$ cat src/rtl/counting_element.sv
// counting_element: 8254 channel down-counter with mode 0/2/3 output and latchable readback
module counting_element (
  input  logic       clk,
  input  logic       reset,
  input  logic [7:0] initial_count,
  input  logic       load,
  input  logic [2:0] mode,
  input  logic       gate,
  input  logic       latch,
  input  logic       read,
  output logic       out,
  output logic [7:0] read_data,
  output logic       null_count
);
  typedef enum logic [1:0] {IDLE, XFER, COUNT} state_t;
  state_t      state_q, state_d;
  logic [7:0]  cr_q, cr_d;
  logic [1:0]  mode_q, mode_d;
  logic [8:0]  ce_q, ce_d;
  logic [7:0]  half_q, half_d;
  logic        out_q, out_d;
  logic        nc_q, nc_d;
  logic [7:0]  ol_q, ol_d;
  logic        latched_q, latched_d;
  logic [7:0]  rd_q, rd_d;
  logic        gate_q;
  logic [1:0]  new_mode;
  logic [8:0]  dec;
  logic [7:0]  low_at;
  logic        reload;
  logic        keep;
  // Counting-element value for a count: 0 means 256, and 1 is stretched to 2 in the periodic modes
  function automatic logic [8:0] eff(input logic [7:0] v, input logic [1:0] m);
    return v == 8'd0 ? 9'd256 : (v == 8'd1 && m != 2'd0) ? 9'd2 : {1'b0, v};
  endfunction
  // Value of ce at which the square wave enters its low phase (floor of the effective count / 2)
  function automatic logic [7:0] half(input logic [7:0] v);
    return v == 8'd0 ? 8'd128 : v == 8'd1 ? 8'd1 : {1'b0, v[7:1]};
  endfunction
  assign new_mode = (mode == 3'd2 || mode == 3'd6) ? 2'd2 : (mode == 3'd3 || mode == 3'd7) ? 2'd3 : 2'd0;
  assign dec      = ce_q - 9'd1;
  assign low_at   = mode_q == 2'd3 ? half_q : 8'd1;
  assign reload   = state_q == COUNT && mode_q != 2'd0 && gate && (!gate_q || ce_q == 9'd1);
  assign keep     = load && state_q == COUNT && mode_q != 2'd0 && new_mode != 2'd0;
  // Next-state, counting, output waveform and readback latch
  always_comb begin
    state_d   = state_q;
    cr_d      = cr_q;
    mode_d    = mode_q;
    ce_d      = ce_q;
    half_d    = half_q;
    out_d     = out_q;
    nc_d      = nc_q;
    ol_d      = ol_q;
    latched_d = latched_q;
    case (state_q)
      IDLE: out_d = 1'b1;
      XFER: begin
        ce_d    = eff(cr_q, mode_q);
        half_d  = half(cr_q);
        nc_d    = 1'b0;
        state_d = COUNT;
        out_d   = mode_q == 2'd0 ? out_q : 1'b1;
      end
      COUNT: begin
        if (mode_q == 2'd0) begin
          ce_d  = gate ? {1'b0, dec[7:0]} : ce_q;
          out_d = out_q | (gate && ce_q == 9'd1);
        end else if (!gate) begin
          out_d = 1'b1;
        end else if (reload) begin
          ce_d   = eff(cr_q, mode_q);
          half_d = half(cr_q);
          out_d  = 1'b1;
          nc_d   = 1'b0;
        end else begin
          ce_d  = dec;
          out_d = dec == {1'b0, low_at} ? 1'b0 : out_q;
        end
      end
      default: state_d = IDLE;
    endcase
    if (load) begin
      cr_d   = initial_count;
      mode_d = new_mode;
      if (keep && reload) begin
        ce_d   = eff(initial_count, new_mode);
        half_d = half(initial_count);
      end else begin
        nc_d = 1'b1;
      end
      if (!keep) begin
        state_d = XFER;
        out_d   = new_mode == 2'd0 ? 1'b0 : out_d;
      end
    end
    if (latch && !latched_q) begin
      ol_d      = ce_q[7:0];
      latched_d = 1'b1;
    end
    if (read) latched_d = 1'b0;
    rd_d = latched_d ? ol_d : ce_d[7:0];
  end
  // State registers with asynchronous reset
  always_ff @(posedge clk or posedge reset) begin
    if (reset) begin
      state_q   <= IDLE;
      cr_q      <= 8'd0;
      mode_q    <= 2'd0;
      ce_q      <= 9'd0;
      half_q    <= 8'd0;
      out_q     <= 1'b1;
      nc_q      <= 1'b0;
      ol_q      <= 8'd0;
      latched_q <= 1'b0;
      rd_q      <= 8'd0;
      gate_q    <= 1'b0;
    end else begin
      state_q   <= state_d;
      cr_q      <= cr_d;
      mode_q    <= mode_d;
      ce_q      <= ce_d;
      half_q    <= half_d;
      out_q     <= out_d;
      nc_q      <= nc_d;
      ol_q      <= ol_d;
      latched_q <= latched_d;
      rd_q      <= rd_d;
      gate_q    <= gate;
    end
  end
  assign out        = out_q;
  assign read_data  = rd_q;
  assign null_count = nc_q;
endmodule

$ cat config.mk
export PLATFORM = sky130hd
export DESIGN_NAME = counting_element
export DESIGN_NICKNAME = d
export VERILOG_FILES = /design/src/rtl/counting_element.sv
export SDC_FILE = /design/constraint.sdc
export NUM_CORES = 1
export LEC_CHECK = 0
export CORE_UTILIZATION = 33
export DETAILED_ROUTE_END_ITERATION = 10
export PLACE_DENSITY = 0.59
export SLEW_MARGIN = 20
export SYNTH_ARGS = -nofsm -noshare
export SYNTH_HDL_FRONTEND = slang
export SYNTH_SLANG_ARGS = --single-unit
$ cat constraint.sdc
create_clock -name clk -period 2.3 [get_ports clk]
set_input_delay 0.345 -clock clk [delete_from_list [all_inputs] [get_ports clk]]
set_output_delay 0.345 -clock clk [all_outputs]
set_load 0.01 [all_outputs]
==> results.py, run 1 <==
metrics = {
    "yosys": {
        "synth_edf_count": 0,
        "netlist_area_mm2": 0.00299,
        "ys_types": 64,
        "yosys_warnings": 0,
        "synth_ff_type": "dfrtp_1",
        "async_flop_share_pct": 100,
        "ys_ff_latch": 49,
        "yosysSeqAreaShare_pct": 41.1,
        "synth_nets": 337,
        "syn_area_per_cell_um2": 9.52,
        "synth_cells": 314,
    },
    "detailed_routing": {
        "post_drt_wl_per_cell_um": 18.1,
        "via_per_inst": 5.63,
        "drcViolationCount": 0,
        "wl_um": 9040,
        "routed-via-count": 2802,
        "first_pass_iters": 4,
        "ant_nets": 0,
        "drtIter0Drc": 294,
    },
    "clock_tree": {
        "cts_root_buf": "clkbuf_8",
        "cts.htree.levels": 2,
        "clk_pin_slew_ps": 90,
        "cts_hold_buf": 0,
        "cts_max_path_buffers": 2,
        "numCtsBuffers": 5,
        "cts_tree": "yes",
        "cts_sinks": 49,
        "clock_latency_ps": 310,
    },
    "sta": {
        "hold_viol": 0,
        "hold_ws_ps": 337,
        "slew_headroom_pct": 57.5,
        "skew_ps": 7.19,
        "fin_crit_ps": 2460,
        "setup_slack_ps": -164,
        "final_max_slew_viol_count": 0,
        "rsz0062_at_grt": "yes",
        "timing.final.crit_share_pct": 107,
        "setup_tns_ps": -1330,
        "setup_viol": 16,
        "fmax_mhz": 406,
        "tightestPinTransition_ps": 632,
    },
    "finish": {
        "nNetsFinal": 412,
        "diodes": 0,
        "layout_commonest_cell": "dfrtp_1",
        "multi_input_comb_area_mm2": 0.00186,
        "drive_gt1_share_pct": 35.4,
        "stdcell_count": 498,
        "mostFrequentLayoutCells": "dfrtp_1 (48), buf_4 (43), nand2_1 (30)",
        "seq_area_mm2": 0.00123,
        "utilization_pct": 47.6,
        "stdcell_area_mm2": 0.00417,
        "fillers": 833,
        "areaGrowthSynthToFinish_pct": 39.6,
    },
    "global_routing": {
        "grt_pass1_vias": 2722,
        "antenna_found_initial": 0,
        "grt_remaining_overflow": 0,
        "grt_max_degree": 32,
        "grt_pass1_wl_um": 14400,
        "track_usage_pct": 19.1,
    },
    "floorplanning": {
        "dieWidth_um": 97.2,
        "initial_core_util_pct": 34.1,
        "dieHeight_um": 97.2,
        "rows": 34,
        "dieArea_mm2": 0.00944,
        "io_pins": 27,
        "core_area_mm2": 0.00876,
    },
    "run": {
        "cap_viol_max_count": 0,
    },
    "status": {
        "violations": "setup timing",
        "outcome": "finished with violations",
    },
    "placement": {
        "dp_cells": 473,
        "place_area_mm2": 0.00362,
        "place_congestion": 0.903,
        "hpwl_um": 6570,
        "io_buffers": 25,
        "dp_slack_ps": -144,
    },
    "pwr": {
        "power_density_mw_per_mm2": 1100,
        "finalPower_mw": 4.60,
        "ir_worst_vdd_mv": 0.452,
        "p_leak_nw": 1.74,
    },
    "setup_path": {
        "arrival_ps": 2660,
        "endpoint_kind": "flop",
        "cp-start-kind": "flop",
        "cp_max_fo": 5,
        "rr_worst_depth": 8,
        "worst-setup-path-type": "reg -> reg",
        "cp.required_ps": 2490,
    },
    "min_path": {
        "hold_class": "in -> async",
    },
}
==> cell families (layout without fill, tap and decap cells) <==
kind of cell | count (synthesis) | after routing | share of synthesized area, %
flops | 49 | 49 | 41.1
fa+ha+maj | 6 | 6 | 2.51
compound gates | 94 | 94 | 22.6
simple gates | 101 | 101 | 17.3
buf+inv | 35 | 111 | 5.73
xor+xnor | 13 | 13 | 4.81
mux | 16 | 16 | 6.03
==> repair_timing <==
action,in CTS,in global routing
resized for setup,21,58
endpoints found under the setup margin,25,25
buffers inserted,6,11
gates cloned,0,0
pin swaps,7,32
==> critical path: stages (launching register included) <==
cell	delay (ps)
dfrtp_1	410
inv_2	90
ha_4	110
or4b_4	500
o21a_4	240
or3_4	460
buf_12	160
nor3_4	250
o31ai_2	120
==> state kept, by name (all words and copies together) (netlist names) <==
register,flops
ol_q,8
half_q,8
mode_q,2
null_count,1
state_q,2
read_data,8
cr_q,8
gate_q,1
ce_q,9
latched_q,1
out,1
==> path summary, 6_finish.rpt <==
check	from	endpoint	slack, ps
setup reg to reg	ce_q[1]	read_data[1]	-160
min in group clk	ol_q[1]	ol_q[1]	500
setup / recovery	ce_q[1]	read_data[1]	-160
max in group asynchronous	reset	ol_q[1]	1460
hold reg to reg	ol_q[1]	ol_q[1]	500
hold / removal	reset	half_q[1]	340
==> per-layer routing <==
layer / up-vias / track usage [%] / wire [µm]
met4: 0 / 4.36 / 144
met3: 17 / 2.66 / 555
li1: 1299 / - / -
met5: - / 0 / 0
met1: 1359 / 27.5 / 4060
met2: 127 / 30.4 / 4280
==> where the power goes <==
group | internal, mW | switching (mW) | total (mW) | leakage [nW]
clock network | 0.216 | 0.308 | 0.524 | 0.0445
logic | 1.35 | 1.35 | 2.70 | 1.09
registers | 1.17 | 0.208 | 1.38 | 0.609
total | 2.73 | 1.87 | 4.60 | 1.74
==> final cells by class <==
type / instances / share of cell area, %
inverters: 18 / 1.62
well taps: 108 / 3.24
flip-flops and latches: 49 / 29.4
repair buffers: 85 / 19.1
clock buffers: 5 / 1.65
clock inverters: 3 / 0.510
multi-input cells: 230 / 44.5
==> cells in the mapped netlist, types with 3 or more instances <==
library cell	number	area [µm²]
or3_1	3	18.8
clkbuf_1	10	37.5
nand2_1	33	124
and2_1	3	18.8
dfrtp_1	48	1200
nor4_1	4	25.0
buf_6	5	56.3
mux2_2	15	169
ha_1	6	75.1
a211o_1	3	26.3
nor2_1	24	90.1
nor3_1	11	55.1
a221oi_1	4	35.0
o21ai_0	28	140
a21oi_1	14	70.1
a31oi_1	7	43.8
nand3_1	6	30.0
o211ai_1	4	30.0
inv_1	17	63.8
o2111ai_1	3	26.3
a22oi_1	4	30.0
xor2_1	7	61.3
xnor2_1	4	35.0
(Power assumes the default switching activity.)
==> run 2, diff against run 1 <==
--- a/config.mk
+++ b/config.mk
@@ -8,7 +8,7 @@
 export CORE_UTILIZATION = 33
 export DETAILED_ROUTE_END_ITERATION = 10
 export PLACE_DENSITY = 0.59
-export SLEW_MARGIN = 20
+export SLEW_MARGIN = 0
 export SYNTH_ARGS = -nofsm -noshare
 export SYNTH_HDL_FRONTEND = slang
 export SYNTH_SLANG_ARGS = --single-unit
==> results of run 2 <==
Same layout as run 1: the final DEF is identical, and so are final timing and power.
==> run 3, diff against run 2 <==
--- a/config.mk
+++ b/config.mk
@@ -7,8 +7,9 @@
 export LEC_CHECK = 0
 export CORE_UTILIZATION = 33
 export DETAILED_ROUTE_END_ITERATION = 10
+export HOLD_SLACK_MARGIN = 0.06
 export PLACE_DENSITY = 0.59
-export SLEW_MARGIN = 0
+export SLEW_MARGIN = 20
 export SYNTH_ARGS = -nofsm -noshare
 export SYNTH_HDL_FRONTEND = slang
 export SYNTH_SLANG_ARGS = --single-unit
==> results of run 3 <==
Same layout as run 1: the final DEF is identical, and so are final timing and power.
